--- src/rtl/tt_um_emern_update_sched.sv ---
// Frame-atomic update scheduler: queues register writes in groups and drains one
// complete group per vertical-blanking pulse. Optional macro: UPDATE_SCHED_COMMIT_CNT_EN.
module tt_um_emern_update_sched #(
    parameter int WADDR = 5,
    parameter int WDATA = 10,
    parameter int DEPTH = 8
) (
    input  logic                       clk,
    input  logic                       rst,
    input  logic                       wr_valid,
    output logic                       wr_ready,
    input  logic [WADDR-1:0]           wr_addr,
    input  logic [WDATA-1:0]           wr_data,
    input  logic                       wr_last,
    input  logic                       vblank_start,
    output logic                       reg_we,
    output logic [WADDR-1:0]           reg_addr,
    output logic [WDATA-1:0]           reg_data,
    output logic                       busy,
    output logic                       group_done,
    output logic [$clog2(DEPTH+1)-1:0] pending,
    output logic                       overflow_err,
    input  logic                       err_clr,
    output logic [7:0]                 commit_cnt
);

    localparam int PW = $clog2(DEPTH + 1);
    localparam int AW = $clog2(DEPTH);
    localparam int EW = 1 + WADDR + WDATA;

    localparam logic [0:0] S_IDLE  = 1'b0;
    localparam logic [0:0] S_DRAIN = 1'b1;

    logic [EW-1:0]    mem_q [DEPTH];
    logic [AW-1:0]    rd_ptr_q, rd_ptr_d;
    logic [AW-1:0]    wr_ptr_q, wr_ptr_d;
    logic [PW-1:0]    count_q, count_d;
    logic [PW-1:0]    pending_q, pending_d;
    logic [0:0]       state_q, state_d;
    logic             err_q, err_d;
    logic             reg_we_q, busy_q, group_done_q;
    logic [WADDR-1:0] reg_addr_q;
    logic [WDATA-1:0] reg_data_q;

    logic             full, push, pop, flush, head_last;
    logic [EW-1:0]    head;

    assign full      = (count_q == PW'(DEPTH));
    assign wr_ready  = !full;
    // A full FIFO without any closing entry can never drain: discard it.
    assign flush     = full && (pending_q == '0);
    assign push      = wr_valid && !full;
    assign pop       = (state_q == S_DRAIN) && (count_q != '0);
    assign head      = mem_q[rd_ptr_q];
    assign head_last = head[EW-1];

    always_comb begin
        count_d   = count_q + PW'(push) - PW'(pop);
        pending_d = pending_q + PW'(push && wr_last) - PW'(pop && head_last);
        rd_ptr_d  = pop  ? rd_ptr_q + AW'(1) : rd_ptr_q;
        wr_ptr_d  = push ? wr_ptr_q + AW'(1) : wr_ptr_q;
        state_d   = state_q;
        err_d     = err_clr ? 1'b0 : err_q;
        case (state_q)
            S_IDLE:  if (vblank_start && (pending_q != '0)) state_d = S_DRAIN;
            S_DRAIN: if (pop && head_last) state_d = S_IDLE;
            default: state_d = S_IDLE;
        endcase
        if (flush) begin
            count_d   = '0;
            pending_d = '0;
            rd_ptr_d  = '0;
            wr_ptr_d  = '0;
            state_d   = S_IDLE;
            err_d     = 1'b1;
        end
    end

    always_ff @(posedge clk) begin
        if (push) mem_q[wr_ptr_q] <= {wr_last, wr_addr, wr_data};
    end

    always_ff @(posedge clk) begin
        if (rst) begin
            rd_ptr_q     <= '0;
            wr_ptr_q     <= '0;
            count_q      <= '0;
            pending_q    <= '0;
            state_q      <= S_IDLE;
            err_q        <= 1'b0;
            reg_we_q     <= 1'b0;
            busy_q       <= 1'b0;
            group_done_q <= 1'b0;
            reg_addr_q   <= '0;
            reg_data_q   <= '0;
        end else begin
            rd_ptr_q     <= rd_ptr_d;
            wr_ptr_q     <= wr_ptr_d;
            count_q      <= count_d;
            pending_q    <= pending_d;
            state_q      <= state_d;
            err_q        <= err_d;
            reg_we_q     <= pop;
            busy_q       <= pop;
            group_done_q <= pop && head_last;
            if (pop) begin
                reg_addr_q <= head[WADDR+WDATA-1:WDATA];
                reg_data_q <= head[WDATA-1:0];
            end
        end
    end

`ifdef UPDATE_SCHED_COMMIT_CNT_EN
    logic [7:0] commit_q;
    always_ff @(posedge clk) begin
        if (rst) commit_q <= 8'd0;
        else if (pop && head_last) commit_q <= commit_q + 8'd1;
    end
    assign commit_cnt = commit_q;
`else
    assign commit_cnt = 8'd0;
`endif

    assign reg_we       = reg_we_q;
    assign reg_addr     = reg_addr_q;
    assign reg_data     = reg_data_q;
    assign busy         = busy_q;
    assign group_done   = group_done_q;
    assign pending      = pending_q;
    assign overflow_err = err_q;

endmodule
--- config.mk ---
export PLATFORM = sky130hd
export DESIGN_NAME = tt_um_emern_update_sched
export DESIGN_NICKNAME = d
export VERILOG_FILES = /design/src/rtl/tt_um_emern_update_sched.sv
export SDC_FILE = /design/constraint.sdc
export NUM_CORES = 1
export LEC_CHECK = 0
export CORE_MARGIN = 5
export CORE_UTILIZATION = 30
export CTS_CLUSTER_SIZE = 16
export DETAILED_ROUTE_END_ITERATION = 10
export GPL_TIMING_DRIVEN = 0
export PLACE_DENSITY = 0.47
export SKIP_LAST_GASP = 1
export SLEW_MARGIN = 10
export SYNTH_ARGS = -nofsm -noshare
export SYNTH_HDL_FRONTEND = slang
export SYNTH_SLANG_ARGS = --single-unit
export TNS_END_PERCENT = 30
--- constraint.sdc ---
create_clock -name clk -period 8.34 [get_ports clk]
set_clock_uncertainty 0.15 [all_clocks]
set_input_delay 1.251 -clock clk [delete_from_list [all_inputs] [get_ports clk]]
set_output_delay 1.251 -clock clk [all_outputs]
set_load 0.01 [all_outputs]
# == Word level (Yosys, flattened, before mapping) ==
# Memory sizes are Yosys's and may differ from the RTL's. A register that Yosys moved wholly into a read port is not among the register bits.
# Index checks and enable logic that the tools add are counted.
# op_classes
add_sub_neg,6
n_eq_ne,1
n_mux,9
bitwise_logic,1
reduce_logical,12
# op_table
cell,n
$add 4x1->4,2
$reduce_bool 4->1,2
$sub 4x1->4,2
$add 3x1->3 const B,2
$logic_and 1x1->1,6
$mux 1,6
$mux 3,2
$eq 4x4->1 const B,1
$logic_not 4->1,1
$pmux 1 s2,1
$reduce_bool 2->1,1
$reduce_or 2->1,1
$logic_not 1->1,1
$not 1->1,1
# totals
register_bits,33
ram_bits,128
elab_cells,40
memories,1
# memory_table
memory,words,width,rd,rd_ports_with_merged_regs,write_ports,line,rtl
mem_q,8,16,1,1,1,34,logic [EW-1:0] mem_q [DEPTH];

# == Depth between registers and ports, before layout ==
# logic_depth
ltp_word,6
depth_mapped,12
mapped_depth_nobuf,11

# == Worst setup path before layout ==
# OpenSTA, ideal clock, no wires.
# synth_timing
path_type,input to register
from,input wr_valid
to,memory mem_q[0][0] in the netlist's numbering (enable)
setup_ps,430
arrival_ps,2936
required_time_ps,7760
slack_ps,4824
path_stages,2
path_cell_list,nand2_1 -> nor4_1
# synth_between
elab_chain_len,3
# synth_lines
element,line,rtl
"start, declared",10,"input logic wr_valid,"
$logic_and 1x1->1,52,assign push = wr_valid && !full;
$mux 1,80,"if (push) mem_q[wr_ptr_q] <= {wr_last, wr_addr, wr_data};"
$mux 1 (not written as such),80,
"end, declared",34,
# No other way between the ends.

# == Worst setup path after layout ==
# layout_timing
from,register count_q[2]
to,output wr_ready
# layout_between
elab_chain_len,2
# layout_lines
element,line,rtl
"start, declared",37,"logic [PW-1:0] count_q, count_d;"
"start signal, assigned",99,count_q <= count_d;
$eq 4x4->1,48,assign full = (count_q == PW'(DEPTH));
$logic_not 1->1,49,assign wr_ready = !full;
"end, declared",11,"output logic wr_ready,"
# No other way between the ends.

==> impl_metrics.csv <==
group,metric,value,unit
cells_and_area,nNetsFinal,487,
synth,yosysUniqueCellTypes,33,
timing,fin_hold_ws,0.3286,ns
timing,finalSetupTns,0,ns
global_route,grt_overflow,0,
routing,ant_nets,0,
worst_setup_path,reg2reg_depth,8,
clock_network,cts_made_buffers,17,
placed_design,dp_hpwl,9607,µm
timing,setup_viol,0,
clock_network,clockBufferDepth,2,
synth,syn_area,0.006452,mm²
global_route,grt_pass1_vias,3571,
floorplan,coreArea,0.02109,mm²
global_route,grt_max_degree,17,
placed_design,place_area,0.007433,mm²
synth,ys_seq_elements,164,
worst_setup_path,crit_type,"reg2out",
min_path,holdCritPathClass,"reg2reg",
floorplan,start_util,30.60,%
routing,wl_per_cell,18.88,µm
routing,wirelength,13990,µm
placed_design,gp_congestion,0.7274,
routing,drc,0,
worst_setup_path,reg2reg_slack,5.71,ns
worst_setup_path,cp_data_required_time,6.94,ns
timing,period_share,39.24,%
floorplan,dieWidth,156.7,µm
synth,yosysSeqAreaShare,70.74,%
synth,ys.warnings.count,0,
routing,num_vias,3319,
worst_setup_path,cp_data_arrival_time,1.87,ns
synth,syn_area_per_cell,17.44,µm²
routing,firstDrtPassIters,4,
clock_network,cts.sinks,164,
floorplan,dieArea,0.02454,mm²
timing,rsz0062_at_grt,"no",
timing,hold_viol_final,0,
global_route,grt_pass1_wl,21740,µm
clock_network,cts_tree,"yes",
synth,synthCells,370,
flow_run,maxCapViolCount,0,
pwr,power,2281,µW
worst_setup_path,crit_path_start,"count_q[2]$_SDFF_PP0_",
clock_network,cts_root_buf,"clkbuf_16",
worst_setup_path,r2r-start,"count_q[2]$_SDFF_PP0_",
cells_and_area,syn_to_final_growth,24.55,%
worst_setup_path,end_kind,"output port",
timing,clock.fmax,305.6,MHz
floorplan,io_pins,53,
timing,drv_slew,0,
timing,slew_headroom,41.88,%
floorplan,rows,53,
cells_and_area,fin_util,38.11,%
cells_and_area,diodes,0,
worst_setup_path,rr_endpoint,"mem_q[4][9]$_DFFE_PP_",
clock_network,cts_setup_buffers,0,
clock_network,ctsResizeCount,0,
floorplan,die_h,156.7,µm
worst_setup_path,crit_path_start_kind,"flip-flop",
clock_network,clkLatencyLatePin,0.43,ns
pwr,p_leak,0.002656,µW
worst_setup_path,critPathMaxFanout,4,
clock_network,h-tree-depth,4,
run_status,status,"finished, final reports clean",
timing,period_minus_slack,3.272,ns
timing,worst_pin_slew,0.8646,ns
routing,drt-initial-drc-count,225,
cells_and_area,drive_above_1_share,24.25,%
routing,viasPerCell,4.479,
global_route,gr-usage-all-layers,12.09,%
placed_design,numPortBuffers,43,
worst_setup_path,worstSetupEndpoint,"wr_ready",
clock_network,cts_hold_buffers,0,
cells_and_area,final_cell_area,0.008036,mm²
pwr,p_per_area,283.8,mW/mm²
pwr,vdd_drop_max,0.1437,mV
global_route,antenna_found_initial,0,
clock_network,cts.clk_slew.worst_paths,0.06,ns
[state kept, by name (all words and copies together), names as in the netlist, named ones only]
signal	cells
mem_q	128
reg_data	10
reg_addr	5
count_q	4
pending	4
rd_ptr_q	3
wr_ptr_q	3
busy	1
group_done	1
overflow_err	1
state_q	1
[per-stage QoR]
stage               cells  setup slack (ns)
floorplan             377             4.824
global route          741             4.984
global placement      695             2.286
finish                741             5.068
detailed placement    709             4.699
CTS                   741             5.031
[layer usage]
layer	global-route usage, %	share of wire [%]	vias up
met5	0	0	-
met4	3.719	1.2	0
met3	3.014	4.5	11
met2	18.99	47	77
met1	16.63	48	1666
li1	-	-	1565
[synth_stat cells, drive strengths merged]
cell	instances	area share [%]
mux4	31	11
fa	2	0.62
nand3b	1	0.12
nand2	13	0.76
a21oi	8	0.62
nor3b	1	0.19
clkbuf	2	0.12
a21boi	1	0.29
nor3	4	0.31
ha	11	2.1
or3b	1	0.17
xnor2	4	0.54
o31ai	1	0.12
xor2	5	0.68
inv	12	0.70
and2	1	0.097
mux2i	17	2.6
buf	25	2.7
nand3	1	0.077
a211oi	15	1.7
dfxtp	36	11
a21o	2	0.23
edfxtp	128	60
o311ai	1	0.14
nor4	1	0.097
nor2	37	2.2
nand4	2	0.43
nand2b	6	0.70
conb	1	0.058
[final cells by class]
| cell class | instances | area [µm²] |
|---|---|---|
| Buffer | 27 | 182.7 |
| Clock buffer | 19 | 432.9 |
| Clock inverter | 13 | 170.2 |
| Fill cell | 1991 | 13050 |
| Inverter | 12 | 45.04 |
| Multi-Input combinational cell | 174 | 1720 |
| Sequential cell | 164 | 4564 |
| Tap cell | 275 | 344.1 |
| Timing Repair Buffer | 57 | 576.8 |
[report_power, final]
| group | total, µW | internal [µW] | switching (µW) |
|---|---|---|---|
| Clock | 805 | 476 | 328 |
| Sequential | 1020 | 973 | 48.5 |
| Combinational | 455 | 219 | 236 |
| Total | 2280 | 1670 | 613 |
[how the worst min path moves through the flow]
| stage | start | slack, ns | cells past startpoint | endpoint |
|---|---|---|---|---|
| after floorplan | rd_ptr_q[1]$_SDFFE_PP0P_ | 0.31 | 2 | flip-flop |
| after global placement | overflow_err$_SDFFE_PP0P_ | 0.32 | 2 | overflow_err$_SDFFE_PP0P_ |
| after detailed placement | overflow_err$_SDFFE_PP0P_ | 0.32 | 2 | overflow_err$_SDFFE_PP0P_ |
| after CTS | overflow_err$_SDFFE_PP0P_ | 0.33 | 2 | overflow_err$_SDFFE_PP0P_ |
| after global routing | overflow_err$_SDFFE_PP0P_ | 0.36 | 2 | overflow_err$_SDFFE_PP0P_ |
| final | overflow_err$_SDFFE_PP0P_ | 0.33 | 2 | overflow_err$_SDFFE_PP0P_ |
[cell families (layout without fill, tap and decap cells)]
logic type,count (synthesis),after routing,share of synthesized area [%]
simple gates,68,68,5.100
fa+ha+maj,13,13,2.754
other cells,1,8,0.05812
compound gates,28,28,3.141
flops,164,164,70.74
buf+inv,39,128,3.529
xor+xnor,9,9,1.222
mux,48,48,13.46
[worst max-delay path, cell delays in order, from the launching register on]
cell and delay (ns):
dfxtp_1 0.30, inv_1 0.10, ha_1 0.16, or3b_4 0.40, clkdlybuf4s50_1 0.50
[placed cells by master (no fill, tap or decap), types with 4 or more instances in the layout]
cell type,count
inv_1,12
buf_4,16
clkbuf_16,17
ha_1,11
conb_1,8
nor3_2,4
nand2b_1,5
dfxtp_1,36
nor2_1,34
a211oi_1,15
edfxtp_1,128
clkbuf_1,4
mux2i_1,17
nand2_1,13
mux4_2,31
xor2_1,5
xnor2_1,4
buf_6,9
a21oi_1,8
inv_6,4
clkdlybuf4s50_1,43
buf_2,11
Power figures use the tool's default switching activity.
